==> src/rtl/if_fetch_ctrl.sv <==
// IF-stage fetch sequencer: owns the fetch PC, runs a single-outstanding SRAM-like
// instruction bus and hands fetched words to ID, discarding responses made stale by redirects.
module if_fetch_ctrl #(
  parameter logic [31:0] RESET_PC = 32'hBFC0_0000
) (
  input  logic        clk_i,
  input  logic        rst_i,
  input  logic        stall_i,
  input  logic        redirect_i,
  input  logic [31:0] redirect_pc_i,
  output logic        inst_req_o,
  output logic [31:0] inst_addr_o,
  input  logic        inst_addr_ok_i,
  input  logic        inst_data_ok_i,
  input  logic [31:0] inst_rdata_i,
  output logic [31:0] pc_o,
  output logic        if_valid_o,
  output logic [31:0] if_pc_o,
  output logic [31:0] if_inst_o
);

  typedef enum logic [1:0] {
    ST_REQ  = 2'd0,
    ST_WAIT = 2'd1,
    ST_HOLD = 2'd2
  } state_t;

  state_t      state_reg, state_next;
  logic [31:0] pc_reg, pc_next;
  logic        cancel_reg, cancel_next;
  logic [31:0] if_pc_reg, if_pc_next;
  logic [31:0] if_inst_reg, if_inst_next;

  always_ff @(posedge clk_i or negedge rst_i) begin
    if (!rst_i) begin
      state_reg   <= ST_REQ;
      pc_reg      <= RESET_PC;
      cancel_reg  <= 1'b0;
      if_pc_reg   <= 32'd0;
      if_inst_reg <= 32'd0;
    end else begin
      state_reg   <= state_next;
      pc_reg      <= pc_next;
      cancel_reg  <= cancel_next;
      if_pc_reg   <= if_pc_next;
      if_inst_reg <= if_inst_next;
    end
  end

  always_comb begin
    state_next   = state_reg;
    pc_next      = pc_reg;
    cancel_next  = cancel_reg;
    if_pc_next   = if_pc_reg;
    if_inst_next = if_inst_reg;
    case (state_reg)
      ST_REQ: begin
        // An unaccepted address may be retargeted freely; an accepted one must be cancelled.
        if (redirect_i) pc_next = redirect_pc_i;
        if (inst_addr_ok_i) begin
          state_next  = ST_WAIT;
          cancel_next = redirect_i;
        end
      end
      ST_WAIT: begin
        if (inst_data_ok_i) begin
          if (cancel_reg || redirect_i) begin
            cancel_next = 1'b0;
            state_next  = ST_REQ;
            if (redirect_i) pc_next = redirect_pc_i;
          end else begin
            if_inst_next = inst_rdata_i;
            if_pc_next   = pc_reg;
            state_next   = ST_HOLD;
          end
        end else if (redirect_i) begin
          pc_next     = redirect_pc_i;
          cancel_next = 1'b1;
        end
      end
      ST_HOLD: begin
        if (redirect_i) begin
          pc_next    = redirect_pc_i;
          state_next = ST_REQ;
        end else if (!stall_i) begin
          pc_next    = pc_reg + 32'd4;
          state_next = ST_REQ;
        end
      end
      default: state_next = ST_REQ;
    endcase
  end

  assign inst_req_o  = (state_reg == ST_REQ);
  assign inst_addr_o = pc_reg;
  assign pc_o        = pc_reg;
  assign if_valid_o  = (state_reg == ST_HOLD);
  assign if_pc_o     = if_pc_reg;
  assign if_inst_o   = if_inst_reg;

endmodule

==> config.mk <==
export PLATFORM = sky130hd
export DESIGN_NAME = if_fetch_ctrl
export DESIGN_NICKNAME = d
export VERILOG_FILES = /design/src/rtl/if_fetch_ctrl.sv
export SDC_FILE = /design/constraint.sdc
export NUM_CORES = 1
export LEC_CHECK = 0
export ABC_AREA = 0
export CAP_MARGIN = 40
export CORE_MARGIN = 2
export CORE_UTILIZATION = 39
export CTS_CLUSTER_SIZE = 40
export DETAILED_ROUTE_END_ITERATION = 10
export HOLD_SLACK_MARGIN = 0.12
export PLACE_DENSITY = 0.74
export SLEW_MARGIN = 10
export SYNTH_ARGS = -nofsm -noshare
export SYNTH_HDL_FRONTEND = slang
export SYNTH_SLANG_ARGS = --single-unit
==> constraint.sdc <==
create_clock -name clk_i -period 1.6 [get_ports clk_i]
set_input_delay 0.4 -clock clk_i [delete_from_list [all_inputs] [get_ports clk_i]]
set_output_delay 0.4 -clock clk_i [all_outputs]
set_load 0.005 [all_outputs]
==> impl_metrics.tcl, run 1 <==
set metrics [dict create \
    status "finished, violations left" \
    violated_checks "negative setup slack" \
    setup.worst_path.class "reg -> reg" \
    fin_util_pct 75.3 \
    timing.max_slew.rel_slack_pct 58.2 \
    powerDensity_nw_per_um2 1300 \
    total_congestion_overflow 0 \
    synth_top_cells_by_area "dfrtp_1 46%, mux2_2 15%, buf_4 4.9%" \
    globalRouteTotalUtil_pct 26.2 \
    route.detailed.vias_per_inst 5.42 \
    dpl_worst_slack_ns -0.522 \
    die-area_sq_um 13400 \
    final_nets 828 \
    cts-htree-levels 3 \
    synth_edf_count 0 \
    setup_viol 72 \
    cts.sinks 99 \
    power_leakage_nw 4.14 \
    grt_max_degree 100 \
    grt_antenna_before_repair 0 \
    timing.final.hold_violations 0 \
    synth_area_sq_um 4890 \
    worst_pin_slew_ns 0.620 \
    drt_drc_violations_left 0 \
    io_pins 200 \
    clock_root_buffer "clkbuf_16" \
    multiInputGateArea_sq_um 2560 \
    fmax_ghz 0.545 \
    syn_inst_count 435 \
    cts_tree "built" \
    floorplan.initialDensity_pct 40.4 \
    async_flop_share_pct 100 \
    io_buffers 199 \
    wl_per_cell_um 20.3 \
    fin_crit_sh_pct 115 \
    worstSetupEndpointType "flip-flop" \
    rows 40 \
    number_of_global_route_vias_before_repair 5272 \
    yosys_register_bits 99 \
    antenna_violating_nets_remaining 0 \
    min_path_type "reg -> reg" \
    area_inside_the_core_boundary_sq_um 12100 \
    grt_pass1_wl_um 27100 \
    synth_net_count 506 \
    power.ir.vdd_worst_uv 956 \
    routed_wl_um 18900 \
    cts_buffers 9 \
    drt-initial-drc-count 284 \
    count_of_vias_placed_by_the_detailed_router 5040 \
    finalWorstSetupSlack_ns -0.234 \
    dr.pass1.iters 4 \
    globalplace.congestion 0.877 \
    pins_over_their_slew_limit 0 \
    yosysTopAreaCell "dfrtp_1" \
    clkSlewWorstSetupHoldPaths_ns 0.07 \
    worst_ep_required_time_ns 1.89 \
    post_synth.cell_area_avg_sq_um 11.2 \
    max-cap-violations 0 \
    clk_path_buf_depth 2 \
    critical_path.startpoint_type "flip-flop" \
    crit_path_max_fanout 3 \
    die_width_um 116 \
    ys_seq_area_share_pct 50.9 \
    antenna-diode-count 0 \
    crit_arrival_ns 2.12 \
    final.setup_skew_ns 0.00940 \
    yosysWarnings 0 \
    dominantRegCellSynth "dfrtp_1" \
    worstSkewPairLatency_ns 0.36 \
    post-synth-top-area-fraction_pct 46.1 \
    ys_types 53 \
    rsz0062_at_grt "true" \
    layout_area_overhead_pct 86.6 \
    half_perimeter_wire_length_after_detailed_placement_um 10600 \
    period_minus_slack_ns 1.83 \
    drive_above_1_share_pct 47.0 \
    regArea_sq_um 2500 \
    die_height_um 116 \
    nFillCells 781 \
]
-- synth_stat cells (all sizes together), types with 2 or more instances --
library cell,instances
o21a,4
a31oi,5
a311oi,2
and4,2
a21oi,23
dfrtp,90
o21ai,19
clkbuf,9
nand4,4
mux2i,5
a21o,2
and3,8
inv,5
nor4,5
or3,2
nand2,26
and2,4
nor2,20
nand3,22
nand2b,4
nor3,5
o22ai,9
nand3b,4
o22a,6
mux2,67
a2bb2oi,6
o211ai,2
a41oi,3
buf,47
a22oi,3
dfstp,9
-- cell type report --
| class | instances | share of cell area [%] |
|---|---|---|
| clock buffer | 9 | 2.47 |
| clock inverter | 7 | 1.52 |
| inverter | 5 | 0.206 |
| multi-input combinational | 275 | 28.1 |
| sequential | 99 | 27.4 |
| tap | 168 | 2.30 |
| timing repair buffer | 367 | 38.0 |
-- stage by stage --
step / setup TNS [ns] / hold slack, ns / cells / area (sq um) / power [W]
2_1_floorplan: -0.390 / 0.104 / 435 / 4920 / 0.00558
3_3_place_gp: -40.78 / 0.485 / 833 / 7490 / 0.00838
3_5_place_dp: -43.24 / 0.496 / 833 / 7490 / 0.00851
4_1_cts: -3.73 / 0.128 / 917 / 8800 / 0.0116
5_1_grt: -10.03 / 0.514 / 930 / 9120 / 0.0124
6_report: -5.25 / 0.507 / 930 / 9120 / 0.0118
-- metal layers --
| layer | global-route usage, % | wire (um) |
|---|---|---|
| met2 | 43.9 | 9230 |
| met5 | 0 | 0 |
| met3 | 7.58 | 1520 |
| met4 | 11.5 | 611 |
| met1 | 31.5 | 7550 |
-- path summary, 6_finish.rpt --
path | from | endpoint | slack, ns | cells after the start
max in group asynchronous | rst_i | inst_addr_o[30] | 0.52 | 3
max reg2reg | inst_addr_o[3] | inst_addr_o[12] | -0.23 | 7
min reg2reg | if_pc_o[26] | if_pc_o[26] | 0.51 | 1
min | if_pc_o[26] | if_pc_o[26] | 0.51 | 1
max | inst_addr_o[3] | inst_addr_o[12] | -0.23 | 7
min in group asynchronous | rst_i | if_inst_o[22] | 0.63 | 3
-- cells by family after synthesis --
| kind of cell | after synthesis | synth area share [%] |
|---|---|---|
| compound gates | 91 | 12.1 |
| mux | 72 | 16.5 |
| fa+ha+maj | 1 | 0.256 |
| simple gates | 111 | 12.5 |
| flops | 99 | 50.9 |
| buf+inv | 61 | 7.78 |
-- timing repair --
| action | in CTS | in global routing |
|---|---|---|
| pin swaps | 22 | 16 |
| hold endpoints to repair | 0 | 3 |
| hold buffers | 0 | 1 |
| gates cloned | 9 | 1 |
| resized for setup | 318 | 94 |
| buffers inserted | 59 | 18 |
| setup endpoints to repair | 214 | 115 |
-- cell usage in the layout (no fill, tap or decap), types with 14 or more instances in the layout --
master,count
buf_2,14
buf_4,103
buf_6,47
clkdlybuf4s50_1,66
dfrtp_1,84
dlygate4sd2_1,102
mux2_4,64
nand2_1,19
nand3_1,17
nor2_1,14
-- worst max-delay path: stages, from the launching register on --
cell and delay, ns:
dfrtp_1 0.35, buf_4 0.11, ha_2 0.20, nand4_1 0.27, buf_4 0.25, or2_4 0.27, a21oi_4 0.16, a2bb2oi_2 0.15
-- power breakdown --
| part | leakage (nW) | internal (W) | switching, W | total [W] |
|---|---|---|---|---|
| combinational | 2.82 | 0.00327 | 0.00183 | 0.00510 |
| sequential | 1.14 | 0.00349 | 0.000556 | 0.00404 |
| clock | 0.180 | 0.00169 | 0.00101 | 0.00270 |
(Power assumes the default switching activity.)
==> run 2, diff against run 1 <==
--- a/config.mk
+++ b/config.mk
@@ -12,7 +12,7 @@
 export CTS_CLUSTER_SIZE = 40
 export DETAILED_ROUTE_END_ITERATION = 10
 export HOLD_SLACK_MARGIN = 0.12
-export PLACE_DENSITY = 0.74
+export PLACE_DENSITY = 0.78
 export SLEW_MARGIN = 10
 export SYNTH_ARGS = -nofsm -noshare
 export SYNTH_HDL_FRONTEND = slang
==> impl_metrics.tcl, run 2 (synthesized netlist as in run 1, its figures left out) <==
set metrics [dict create \
    status "finished, violations left" \
    violated_checks "negative setup slack" \
    share_clk_of_total_power_pct 21.0 \
    setup_viol 87 \
    grt_antenna_before_repair 0 \
    crit_arrival_ns 2.06 \
    antenna_violating_nets_remaining 0 \
    min_path_type "in -> async" \
    worstSkewPairLatency_ns 0.35 \
    gr-usage-met1_pct 30.1 \
    worst_ep_required_time_ns 1.87 \
    powerDensity_nw_per_um2 1270 \
    critPathSlowestCell "dfrtp_1" \
    grt_util_met2_pct 40.9 \
    regArea_sq_um 2490 \
    critical_path.startpoint_type "flip-flop" \
    crit_buf_inv 3 \
    rows 40 \
    routed_wl_um 18300 \
    critical_path.cell_chain "buf_4 -> nand3_4 -> nor4_4 -> buf_4 -> buf_6 -> nand4b_1 -> a21oi_2 -> a2bb2oi_2" \
    power_leakage_nw 4.07 \
    clkSlewWorstSetupHoldPaths_ns 0.08 \
    worst_pin_slew_ns 0.297 \
    timing.critical_path.slowest_cell_delay_ns 0.38 \
    final_common_cell "buf_4" \
    max-cap-violations 0 \
    cts_tree "built" \
    fin_crit_sh_pct 112 \
    io_pins 200 \
    critical_path_depth 8 \
    seq_power_share_pct 35.7 \
    period_minus_slack_ns 1.79 \
    mostFrequentLayoutCells "111 x buf_4, 96 x dlygate4sd2_1, 86 x dfrtp_1" \
    power.ir.vdd_worst_uv 851 \
    dr.pass1.iters 7 \
    final.setup_skew_ns 0.0120 \
    p_total_w 0.0113 \
    die_height_um 116 \
    floorplan.initialDensity_pct 40.4 \
    layout_area_overhead_pct 81.8 \
    rsz0062_at_grt "true" \
    die-area_sq_um 13400 \
    setup.worst_path.class "reg -> reg" \
    total_congestion_overflow 0 \
    worstSetupEndpointType "flip-flop" \
    drt-initial-drc-count 331 \
    timing.max_slew.rel_slack_pct 80.1 \
    grt_pass1_wl_um 25100 \
    power_frac_comb_pct 43.3 \
    drt_drc_violations_left 0 \
    finalWorstSetupSlack_ns -0.191 \
    clock_root_buffer "clkbuf_16" \
    grt.busiest_layer "met2" \
    antenna-diode-count 0 \
    die_width_um 116 \
    dpl_worst_slack_ns -0.475 \
    wl_per_cell_um 19.9 \
    route.detailed.vias_per_inst 5.42 \
    cts_buffers 9 \
    number_of_global_route_vias_before_repair 4945 \
    globalRouteTotalUtil_pct 24.0 \
    io_buffers 199 \
    fin_hold_ws_ns 0.464 \
    timing.final.hold_violations 0 \
    globalplace.congestion 0.870 \
    clk_path_buf_depth 2 \
    drive_above_1_share_pct 45.2 \
    pins_over_their_slew_limit 0 \
    switching_share_pct 29.1 \
    multiInputGateArea_sq_um 2540 \
    fmax_ghz 0.558 \
    ff2ff_path_depth 8 \
    timing.critical_path.mode_cell "buf_4" \
    crit_path_max_fanout 5 \
    half_perimeter_wire_length_after_detailed_placement_um 10700 \
    cts-htree-levels 3 \
    p_int_w 0.00803 \
    critPathTopFamily "simple AND/OR/NAND/NOR gates" \
    grt_max_degree 41 \
    cts.sinks 99 \
    nFillCells 813 \
    met3_usage_pct 5.33 \
    area_inside_the_core_boundary_sq_um 12100 \
    total_switching_power_w 0.00329 \
    count_of_vias_placed_by_the_detailed_router 5012 \
    final_nets 822 \
]
[run 2: cell types whose count changed in the layout (fill, tap and decap cells not counted), sizes merged]
| cell | previous run | this run |
|---|---|---|
| buf | 184 | 162 |
| clkbuf | 18 | 36 |
| dlygate4sd2 | 102 | 96 |
| clkdlybuf4s15 | 5 | 8 |
| dlymetal6s2s | 0 | 3 |
| bufinv | 4 | 2 |
| clkdlybuf4s50 | 66 | 67 |
| inv | 6 | 5 |
[run 2: timing repair]
action	CTS	global route
endpoints found under the setup margin	218	117
hold buffers	1	0
hold endpoints to repair	13	0
pin swaps	31	27
cloned	1	6
setup buffers	49	22
resized for setup	251	119
[run 2: area by class of cell]
| type | instances | area share (%) |
|---|---|---|
| multi-input combinational | 275 | 28.6 |
| timing repair buffer | 361 | 37.1 |
| inverter | 5 | 0.211 |
| clock buffer | 12 | 2.77 |
| tap | 168 | 2.36 |
| clock inverter | 4 | 0.831 |
| sequential | 99 | 28.1 |
[run 2: metrics by stage]
step	util (%)	area, sq um	TNS [ns]	cells
finish	73.4	8890	-8.94	924
global placement	61.5	7450	-36.82	831
CTS	69.0	8350	-5.17	897
detailed placement	61.5	7450	-40.72	831
global route	73.4	8890	-15.61	924
floorplan	-	4920	-0.390	435
[run 2: path summary, 6_finish.rpt]
path | start | to | slack [ns]
max in group asynchronous | rst_i | inst_addr_o[31] | 0.57
max reg2reg | inst_addr_o[16] | inst_addr_o[28] | -0.19
max | inst_addr_o[16] | inst_addr_o[28] | -0.19
min in group clk_i | if_pc_o[30] | if_pc_o[30] | 0.51
min reg2reg | if_pc_o[30] | if_pc_o[30] | 0.51
min | rst_i | if_pc_o[12] | 0.46
[run 2: power groups by stage]
stage | clock, W | combinational [W] | sequential, W
2_1_floorplan | 0 | 0.00140 | 0.00418
3_3_place_gp | 0 | 0.00429 | 0.00402
3_5_place_dp | 0 | 0.00439 | 0.00408
4_1_cts | 0.00241 | 0.00439 | 0.00399
5_1_grt | 0.00253 | 0.00523 | 0.00415
6_report | 0.00238 | 0.00489 | 0.00404
[run 2: routing by layer]
metal  vias up  part of all wire, %
li1       2182                    -
met1      2446                   38
met2       316                   49
met3        68                  8.9
met4         0                  3.8
met5         -                    0
==> run 3, diff against run 2 <==
--- a/config.mk
+++ b/config.mk
@@ -5,10 +5,10 @@
 export SDC_FILE = /design/constraint.sdc
 export NUM_CORES = 1
 export LEC_CHECK = 0
-export ABC_AREA = 0
+export ABC_AREA = 1
 export CAP_MARGIN = 40
 export CORE_MARGIN = 2
-export CORE_UTILIZATION = 39
+export CORE_UTILIZATION = 40
 export CTS_CLUSTER_SIZE = 40
 export DETAILED_ROUTE_END_ITERATION = 10
 export HOLD_SLACK_MARGIN = 0.12
@@ -17,3 +17,4 @@
 export SYNTH_ARGS = -nofsm -noshare
 export SYNTH_HDL_FRONTEND = slang
 export SYNTH_SLANG_ARGS = --single-unit
+export TNS_END_PERCENT = 10
==> impl_metrics.tcl, run 3 <==
set metrics [dict create \
    worstReg2RegStart "inst_addr_o[23]" \
    period_minus_slack_ns 1.63 \
    timing.max_slew.rel_slack_pct 80.3 \
    critical_path.startpoint_type "flip-flop" \
    worstSkewPairLatency_ns 0.35 \
    synth_top_cells_by_area "dfrtp_1 43%, nand2_1 15%, mux2_2 7.3%" \
    drt_drc_violations_left 0 \
    max-cap-violations 0 \
    half_perimeter_wire_length_after_detailed_placement_um 11400 \
    io_pins 200 \
    yosysWarnings 0 \
    dominantRegCellSynth "dfrtp_1" \
    dpl.cell_count 1006 \
    cts_tree "built" \
    yosys_register_bits 99 \
    route.detailed.vias_per_inst 4.93 \
    wl_per_cell_um 15.4 \
    clk_path_buf_depth 2 \
    clock_root_buffer "clkbuf_16" \
    dr.pass1.iters 5 \
    fin_util_pct 62.9 \
    globalRouteTotalUtil_pct 22.1 \
    total_switching_power_w 0.00355 \
    yosysMostFrequentCell "nand2_1" \
    io_buffers 199 \
    synth_simple_gate_area_share_pct 27.0 \
    area_inside_the_core_boundary_sq_um 12700 \
    met3_length_um 1020 \
    synth_net_count 721 \
    synth_compound_area_share_pct 6.46 \
    min_path_type "in -> async" \
    yosysTopAreaCell "dfrtp_1" \
    grt_pass1_wl_um 24800 \
    drive_above_1_share_pct 22.7 \
    fin_crit_sh_pct 102 \
    antenna-diode-count 0 \
    total_congestion_overflow 0 \
    cts.sinks 99 \
    ff2ff_path_depth 11 \
    die-area_sq_um 14100 \
    count_of_vias_placed_by_the_detailed_router 5153 \
    netlist_top_cells_count "206 x nand2_1, 90 x dfrtp_1, 65 x nor2_1" \
    violated_checks "negative setup slack" \
    powerDensity_nw_per_um2 1320 \
    power.ir.vdd_worst_uv 736 \
    async_flop_share_pct 100 \
    route.met2.wl_um 7980 \
    cts_buffers 9 \
    synth_top_family_by_area "simple AND/OR/NAND/NOR gates" \
    worstSetupEndpointType "flip-flop" \
    synth_mux_area_share_pct 7.51 \
    max_used_layer "met4" \
    dpl-instance-area_sq_um 7480 \
    post-synth-top-area-fraction_pct 42.9 \
    worstReg2RegEnd "inst_addr_o[27]" \
    status "finished, violations left" \
    crit_path_max_fanout 3 \
    p_int_w 0.00703 \
    syn_inst_count 650 \
    globalplace.congestion 0.891 \
    grt_antenna_before_repair 0 \
    clkSlewWorstSetupHoldPaths_ns 0.08 \
    rows 41 \
    die_width_um 119 \
    area_share_of_fa_ha_maj_cells_after_synthesis_pct 0.238 \
    setup_viol 1 \
    number_of_global_route_vias_before_repair 4920 \
    mostFrequentLayoutCells "201 x nand2_1, 116 x dlygate4sd2_1, 71 x dfrtp_1" \
    pins_over_their_slew_limit 0 \
    switching_share_pct 33.6 \
    setup.worst_path.class "reg -> reg" \
    layout.cells.non_filler 1045 \
    synth_edf_count 0 \
    routed_wl_um 16000 \
    worst_pin_slew_ns 0.295 \
    floorplan.initialDensity_pct 41.3 \
    crit_arrival_ns 1.92 \
    antenna_violating_nets_remaining 0 \
    regToRegSetupSlack_ns -0.03 \
    die_height_um 119 \
    worst_ep_required_time_ns 1.89 \
    seq_power_share_pct 39.7 \
    rsz0062_at_grt "true" \
    postLayoutCellArea_sq_um 8000 \
    final_nets 939 \
    final_common_cell "nand2_1" \
    post_synth.cell_area_avg_sq_um 8.08 \
    power_leakage_nw 3.92 \
    timing.final.hold_violations 0 \
    synth_area_sq_um 5250 \
    finalWorstSetupSlack_ns -0.0330 \
    synthXorXnorAreaFrac_pct 0.500 \
    power_frac_comb_pct 39.8 \
    met1Wirelength_um 6730 \
    timing.setup.tns_ns -0.0330 \
    layout_area_overhead_pct 52.4 \
    share_clk_of_total_power_pct 20.5 \
    ys_types 30 \
    fmax_ghz 0.612 \
    cts-htree-levels 3 \
    final.setup_skew_ns 0.00778 \
    dpl_worst_slack_ns -0.380 \
    ys_seq_area_share_pct 47.4 \
    grt_max_degree 39 \
    drt-initial-drc-count 343 \
]
==> run 3: cell count changes after synthesis, sizes merged, moves of 29 or more <==
cell,previous run,this run
inv,5,56
mux2,67,35
nand2,26,206
nor2,20,68
o21ai,19,48
==> run 3: area by class of cell <==
type | instances | area (sq um)
Clock buffer | 10 | 239
Clock inverter | 6 | 53.8
Fill cell | 1133 | 4720
Inverter | 56 | 223
Multi-Input combinational cell | 442 | 2290
Sequential cell | 99 | 2510
Tap cell | 172 | 215
Timing Repair Buffer | 258 | 2440
Timing Repair inverter | 2 | 32.5
==> run 3: worst max path at each step <==
stage | slack (ns) | depth (start not counted) | start | end
6_report | -0.03 | 11 | inst_addr_o[23] | inst_addr_o[27]
5_1_grt | -0.09 | 9 | state_reg[0] | inst_addr_o[14]
4_1_cts | 0.0009 | 2 | inst_addr_o[5] | pc_o[5]
3_5_place_dp | -0.38 | 9 | redirect_i | inst_addr_o[30]
3_3_place_gp | -0.33 | 9 | redirect_i | inst_addr_o[20]
2_1_floorplan | 0.07 | 10 | inst_addr_o[3] | inst_addr_o[14]
==> run 3: stage by stage <==
stage	total power, W	hold WS [ns]
floorplan	0.00596	0.104
global placement	0.00880	0.274
detailed placement	0.00893	0.275
CTS	0.0105	0.461
global route	0.0113	0.461
finish	0.0106	0.450
==> run 3: kinds of logic after synthesis <==
kind of cell | count (synthesis)
and+or+nand+nor | 341
buffers and inverters | 109
DFF | 99
AOI/OAI and AO/OA | 62
muxes | 35
xor gates and xnor gates | 3
adders and majority gates | 1
==> run 3: worst max-delay path, cell delays in order, from the launching register on <==
cell and delay [ns]:
dfstp_2 0.53, buf_4 0.12, buf_4 0.11, nand2_1 0.07, nor2_1 0.16, nand2_1 0.10, nor2_2 0.16, nand2_1 0.08
nand2_1 0.06, nand3_1 0.07, nand2_1 0.06, nand2_1 0.04
==> run 3: per-layer routing <==
metal	up-vias	GRT usage, %
met3	25	3.19
li1	2474	-
met2	221	37.6
met1	2433	28.7
met4	0	7.51
met5	-	0
==> run 3: power groups by stage <==
| stage | sequential [W] | combinational (W) | clock [W] |
|---|---|---|---|
| after CTS | 0.00420 | 0.00406 | 0.00221 |
| after global routing | 0.00433 | 0.00461 | 0.00231 |
| final | 0.00420 | 0.00421 | 0.00217 |
| after floorplan | 0.00428 | 0.00169 | 0 |
| after detailed placement | 0.00431 | 0.00462 | 0 |
| after global placement | 0.00427 | 0.00453 | 0 |
==> run 3: timing repair <==
item                                    CTS  global route
hold endpoints to repair                  8             0
gates cloned                              0             2
endpoints found under the setup margin  131            58
gates resized for setup                 161            60
pin swaps                                 0             9
setup buffers                            13             8
hold buffers                              1             0
